<file path="config.mk">
export PLATFORM = sky130hd
export DESIGN_NAME = fig8_seg_monitor
export DESIGN_NICKNAME = d
export VERILOG_FILES = /design/src/rtl/fig8_seg_monitor_pkg.sv /design/src/rtl/fig8_seg_monitor_seg_input_filter.sv /design/src/rtl/fig8_seg_monitor.sv
export SDC_FILE = /design/constraint.sdc
export NUM_CORES = 1
export LEC_CHECK = 0
export ABC_AREA = 1
export CAP_MARGIN = 30
export CORE_MARGIN = 5
export CORE_UTILIZATION = 45
export CTS_CLUSTER_DIAMETER = 30
export DETAILED_ROUTE_END_ITERATION = 12
export PLACE_DENSITY = 0.68
export RECOVER_POWER = 50
export SLEW_MARGIN = 20
export SYNTH_ARGS = -nofsm -noshare
export SYNTH_HDL_FRONTEND = slang
export SYNTH_SLANG_ARGS = --single-unit
</file>
<file path="constraint.sdc">
create_clock -name clk -period 2.6 [get_ports clk]
set_input_delay 0.52 -clock clk [delete_from_list [all_inputs] [get_ports clk]]
set_output_delay 0.52 -clock clk [all_outputs]
set_load 0.01 [all_outputs]
</file>
<file path="src/rtl/fig8_seg_monitor_pkg.sv">
// Shared constants, state types and the pattern decoder for the figure-eight segment monitor.
// Latency: none (types, constants and a combinational helper only).
// Backpressure: not applicable.
package fig8_pkg;

  // Segment bit positions as one-hot patterns (active-high after inversion)
  localparam logic [7:0] SEG_A  = 8'h01;
  localparam logic [7:0] SEG_B  = 8'h02;
  localparam logic [7:0] SEG_C  = 8'h04;
  localparam logic [7:0] SEG_D  = 8'h08;
  localparam logic [7:0] SEG_E  = 8'h10;
  localparam logic [7:0] SEG_F  = 8'h20;
  localparam logic [7:0] SEG_G  = 8'h40;
  localparam logic [7:0] SEG_DP = 8'h80;

  localparam logic [7:0] BLANK_PAT = 8'h00;

  // Figure-eight order a,b,g,e,d,c,g,f; g appears twice, so it is resolved by context
  localparam logic [7:0] FIG8_SEQ [8] = '{SEG_A, SEG_B, SEG_G, SEG_E, SEG_D, SEG_C, SEG_G, SEG_F};

  typedef enum logic [1:0] {
    IDLE   = 2'd0,
    ANCHOR = 2'd1,
    LOCKED = 2'd2
  } state_t;

  typedef enum logic [1:0] {
    PAT_STEP    = 2'd0,  // decodes to a step index
    PAT_BAD_G   = 2'd1,  // g with no disambiguating predecessor
    PAT_BLANK   = 2'd2,  // all segments off
    PAT_INVALID = 2'd3   // multi-bit or dp
  } pat_kind_t;

  typedef struct packed {
    pat_kind_t  kind;
    logic [2:0] idx;
  } decode_t;

  // Classify an accepted pattern; prev_idx decides which half of the eight a g belongs to
  function automatic decode_t decode_pat(input logic [7:0] pat, input logic [2:0] prev_idx);
    decode_t d;
    d.kind = PAT_INVALID;
    d.idx  = 3'd0;
    if (pat == BLANK_PAT) begin
      d.kind = PAT_BLANK;
    end else if (pat == SEG_G) begin
      if (prev_idx == 3'd1) begin
        d.kind = PAT_STEP;
        d.idx  = 3'd2;
      end else if (prev_idx == 3'd5) begin
        d.kind = PAT_STEP;
        d.idx  = 3'd6;
      end else begin
        d.kind = PAT_BAD_G;
      end
    end else begin
      for (int i = 0; i < 8; i++) begin
        if (pat == FIG8_SEQ[i]) begin
          d.kind = PAT_STEP;
          d.idx  = 3'(i);
        end
      end
    end
    return d;
  endfunction

endpackage

</file>
<file path="src/rtl/fig8_seg_monitor_seg_input_filter.sv">
// Synchronizes the active-low segment lines, inverts them and accepts a pattern once it is stable.
// Latency: seg_n settled before edge k -> accept high after edge k+1+STABLE_CYCLES.
// Backpressure: none; the input is sampled every cycle and accept is a single-cycle strobe.
module seg_input_filter
  import fig8_pkg::*;
#(
  parameter int STABLE_CYCLES = 4
) (
  input  logic       clk,
  input  logic       reset,
  input  logic [7:0] seg_n,
  output logic [7:0] pattern,
  output logic       accept
);

  localparam logic [3:0] STABLE = 4'(STABLE_CYCLES);

  logic [7:0] sync1;
  logic [7:0] sync2;
  logic [7:0] seg;
  logic [7:0] cand;
  logic [3:0] cnt;
  logic [3:0] cnt_next;

  assign seg = ~sync2;

  // Count consecutive cycles seg has matched the candidate; any change restarts at one
  always_comb begin
    cnt_next = cnt;
    if (seg != cand) begin
      cnt_next = 4'd1;
    end else if (cnt != STABLE) begin
      cnt_next = cnt + 4'd1;
    end
  end

  // Synchronizer, candidate tracking and accept strobe (fires once per new stable pattern)
  always_ff @(posedge clk) begin
    if (reset) begin
      sync1   <= 8'hFF;
      sync2   <= 8'hFF;
      cand    <= 8'h00;
      cnt     <= 4'd0;
      pattern <= BLANK_PAT;
      accept  <= 1'b0;
    end else begin
      sync1  <= seg_n;
      sync2  <= sync1;
      cand   <= seg;
      cnt    <= cnt_next;
      accept <= 1'b0;
      if (cnt_next == STABLE && seg != pattern) begin
        accept  <= 1'b1;
        pattern <= seg;
      end
    end
  end

endmodule

</file>
<file path="src/rtl/fig8_seg_monitor.sv">
// Figure-eight segment monitor: decodes filtered patterns, tracks lock, counts steps, measures period.
// Latency: seg_n settled before edge k -> step_valid high after edge k+2+STABLE_CYCLES.
// Backpressure: none; outputs are registered status and a one-cycle step strobe.
module fig8_seg_monitor
  import fig8_pkg::*;
#(
  parameter int STABLE_CYCLES = 4,
  parameter int PERIOD_W      = 22
) (
  input  logic                clk,
  input  logic                reset,
  input  logic [7:0]          seg_n,
  output logic                step_valid,
  output logic [2:0]          step_idx,
  output logic                locked,
  output logic                seq_error,
  output logic [7:0]          step_count,
  output logic [PERIOD_W-1:0] period
);

  localparam logic [PERIOD_W-1:0] PERIOD_MAX = '1;
  localparam logic [PERIOD_W-1:0] PERIOD_ONE = PERIOD_W'(1);

  logic [7:0]          acc_pat;
  logic                acc;
  decode_t             dec;
  state_t              state;
  logic [PERIOD_W-1:0] timer;
  logic                first_done;
  logic                is_step;
  logic                is_succ;
  logic [2:0]          next_idx;

  seg_input_filter #(
    .STABLE_CYCLES(STABLE_CYCLES)
  ) u_filter (
    .clk    (clk),
    .reset  (reset),
    .seg_n  (seg_n),
    .pattern(acc_pat),
    .accept (acc)
  );

  assign dec      = decode_pat(acc_pat, step_idx);
  assign next_idx = step_idx + 3'd1;
  assign is_step  = acc && (dec.kind == PAT_STEP);
  assign is_succ  = (dec.idx == next_idx);

  // Lock FSM, step strobe, counters and inter-step timer, all registered
  always_ff @(posedge clk) begin
    if (reset) begin
      state      <= IDLE;
      step_valid <= 1'b0;
      step_idx   <= 3'd0;
      locked     <= 1'b0;
      seq_error  <= 1'b0;
      step_count <= 8'd0;
      period     <= '0;
      timer      <= '0;
      first_done <= 1'b0;
    end else begin
      step_valid <= 1'b0;
      if (timer != PERIOD_MAX) begin
        timer <= timer + PERIOD_ONE;
      end

      // Any decodable step is reported and restarts the timer; the very first has no predecessor
      if (is_step) begin
        step_valid <= 1'b1;
        step_idx   <= dec.idx;
        timer      <= '0;
        first_done <= 1'b1;
        if (first_done) begin
          period <= (timer == PERIOD_MAX) ? PERIOD_MAX : timer + PERIOD_ONE;
        end
      end

      if (acc) begin
        case (state)
          IDLE: begin
            if (dec.kind == PAT_STEP) begin
              state <= ANCHOR;
            end
          end
          ANCHOR: begin
            if (dec.kind == PAT_STEP) begin
              if (is_succ) begin
                state      <= LOCKED;
                locked     <= 1'b1;
                step_count <= step_count + 8'd1;
              end
            end else if (dec.kind == PAT_BLANK || dec.kind == PAT_INVALID) begin
              state <= IDLE;
            end
          end
          LOCKED: begin
            if (dec.kind == PAT_STEP) begin
              if (is_succ) begin
                step_count <= step_count + 8'd1;
              end else begin
                seq_error <= 1'b1;
                locked    <= 1'b0;
                state     <= ANCHOR;
              end
            end else if (dec.kind == PAT_BLANK) begin
              // A blank is a pause, not a fault
              locked <= 1'b0;
              state  <= IDLE;
            end else begin
              seq_error <= 1'b1;
              locked    <= 1'b0;
              state     <= IDLE;
            end
          end
          default: begin
            state  <= IDLE;
            locked <= 1'b0;
          end
        endcase
      end
    end
  end

endmodule

</file>
==> key figures <==
Die
  – Site row count: 36
  – Height of the chip: about 110 µm
  – Die footprint: 12100 µm²
  – Starting density of the core: 46.1%
  – CORE AREA: 9770 µm²
  – Die width: around 110 µm
  – # IOs: 46

Critical path
  – R2R depth: 10
  – Critical path depth: 5
  – CP startpoint kind: primary input
  – Kind of end point of the critical path: flop
  – Crit-path cells: clkdlybuf4s50_1 -> clkbuf_1 -> nor2_1 -> inv_1 -> o22ai_1
  – Max stage delay on crit path: around 970 ps
  – WP buf/inv: 3
  – Slowest-stage cell, CP: clkbuf_1
  – WS Path Type: primary input to flop
  – CP top delay family: buffers and inverters
  – Worst Path Arrival: 2440 ps
  – Largest fanout on the critical path: 34
  – Worst EP required: 2860 ps

Power and ir drop
  – Sw Ratio: 23.1%
  – Sequential share of power: 58.5%
  – Clock network fraction of design power: 37.3%
  – PwrDens: ~500 nW/µm²
  – Leakage: about 2.4 nW
  – Logic gate share of total power: between 4 and 5%
  – Pint: about 2.0 mW
  – Worst VDD drop: approximately 0.00032 V
  – Sw Pwr: just over 600 µW

STA
  – Final min period: ~2200 ps
  – Setup tns final: 0 ps
  – Final hold vios: 0
  – WHS: 414 ps
  – RSZ-0062 raised after global routing: false
  – Relative slew slack: a little under an eighth
  – Final setup vio count: 0
  – Highest clock rate: 0.458 GHz
  – Max-slew violation count: 0
  – Crit share post-route: between 80 and 90%
  – Transition time of the tightest slew-check pin: 1330 ps
  – Skew final: 12.2 ps

Worst hold path
  – Hold path depth: 1
  – Hold Path Class: flop to flop

Finish
  – N_diodes: 0
  – Final net count: 664
  – Fillers: ~950
  – Layout cells sized above 1: 10.6%
  – Post-layout util: around 53%
  – Layout area overhead: 16.0%

Drt
  – Total iterations of the first detailed-routing run: 5
  – DRT Wirelength: between 8 and 9 mm
  – Routed WL per cell: 11.5 µm
  – Via count: 3743
  – Routed Antenna Nets: 0
  – Iter 0 DRT Violations: 126
  – DR vias/cell: 4.79
  – # DRC: 0

Yosys
  – Adder-cell share of the synthesized area: 2.77%
  – #FFs+latches synth: slightly below 100
  – Synth warn: 0
  – Main combinational cell family by area after synthesis: simple AND/OR/NAND/NOR gates
  – Syn_nets: slightly above 600
  – Synth Area in Compound Gates: 7.71%
  – Simple-gate portion of the synthesized area: 31.7%
  – Sequential share of the synthesized area: 43.5%
  – Synth Area in XOR/XNOR: 6.80%
  – Synthesized area: 4510 µm²
  – Multiplexer share of the synthesized area: 0%
  – Distinct cells, synth: 32
  – Post-synthesis async set-or-reset flop share: 0%
  – Synth Area per Inst: around 7.5 µm²
  – Commonest register cell after synthesis: dfxtp_1
  – Synthesized instance count: 600
  – EDFF count, synth: 0

Global routing
  – Total gr overflow: 0
  – Initial antenna violation count: 0
  – Largest net degree at the start of global routing: 45
  – First-pass GRT wire length: between 15 and 20 mm
  – Total Routing Usage GR: 16.4%
  – Vias in the first global route: between 3000 and 4000

Clock network
  – Clock transition at the registers of the reported paths: around 90 ps
  – Inserted Clock Buffers: 9
  – Hold-fix buffers, CTS: 0
  – Worst-Skew Late Latency: 370 ps
  – Post-CTS Setup Bufs: 0
  – H-Tree Depth: 3
  – Cts repair resizes: 0
  – CTS tree: done
  – # clock sinks: between 90 and 100
  – CTS root buf: clkbuf_8
  – CTS Buffer Depth: 2

Run
  – MaxCap Viol Count: 0

Placed design
  – DP HPWL: 6.60 mm
  – Final GP Congestion: 0.880
  – Port buffer count: 45

Outcome
  – Status: completed
## path summary, 6_finish.rpt
check | start | endpoint | slack [ps]
max | reset | step_idx[1] | 420
min | u_filter.sync1[7] | u_filter.sync2[7] | 410
min reg2reg | u_filter.sync1[7] | u_filter.sync2[7] | 410
max reg2reg | timer[0] | timer[1] | 450
## kinds of logic after synthesis
| logic type | Yosys count |
|---|---|
| xor gates and xnor gates | 35 |
| and+or+nand+nor | 313 |
| DFF | 98 |
| buffers and inverters | 77 |
| AOI/OAI and AO/OA | 67 |
| adders and majority gates | 10 |
## stage by stage
stage                     power [mW]  area (µm²)  setup WS (ps)  cells
after floorplan                 1.65        4510            838    600
after global placement          1.68        5050            619    766
after detailed placement        1.69        5050            571    766
after CTS                       2.67        5240            492    782
after global routing            2.73        5230            175    782
final                           2.63        5230            417    782
## flip-flops by register name, indices dropped and copies added, names as in the netlist, 4 cells and up
register	flops
u_filter.cand	8
period	22
step_count	8
u_filter.sync2	8
u_filter.cnt	4
u_filter.pattern	8
u_filter.sync1	8
timer	22
## metal layers
metal	wire length, µm	GRT usage [%]	share of wire, %
met1	3970	18.4	44
met2	4530	29.1	51
met3	305	2.62	3.4
met4	158	9.76	1.8
met5	0	0	0
## area by class of cell
class	instances	area [µm²]	share of cell area [%]
well taps	133	166	3.18
clock inverters	6	66.3	1.27
multi-input cells	425	2200	42.0
flip-flops and latches	98	1960	37.5
repair buffers	50	484	9.26
inverters	60	225	4.31
clock buffers	10	128	2.44
## synth_stat cells, drive strengths merged, types with 2 or more instances
library cell / number / area [µm²]
a21oi: 36 / 180
buf: 10 / 87.6
clkbuf: 7 / 26.3
dfxtp: 98 / 1960
ha: 10 / 125
inv: 60 / 225
nand2: 105 / 407
nand3: 31 / 183
nand3b: 2 / 15.0
nand4: 11 / 68.8
nor2: 130 / 533
nor3: 10 / 55.1
nor4: 2 / 25.0
o21ai: 27 / 135
o22ai: 2 / 12.5
or2: 21 / 134
xnor2: 16 / 140
xor2: 19 / 166
## layout by cell type, fill, tap and decap left out, types with 16 or more instances in the layout
| cell type | count |
|---|---|
| inv_1 | 51 |
| dfxtp_1 | 98 |
| nand2_1 | 102 |
| o21ai_1 | 19 |
| or2_2 | 20 |
| a21oi_1 | 36 |
| xnor2_1 | 16 |
| xor2_1 | 19 |
| nor2_1 | 120 |
| dlygate4sd3_1 | 35 |
| nand3_1 | 27 |
## power groups by stage
stage,sequential (mW),combinational [mW],clock (mW)
after detailed placement,1.57,0.113,0
after global placement,1.57,0.111,0
after CTS,1.54,0.114,1.02
final,1.54,0.110,0.979
after floorplan,1.57,0.0830,0
after global routing,1.54,0.125,1.07
(Power assumes the default switching activity.)
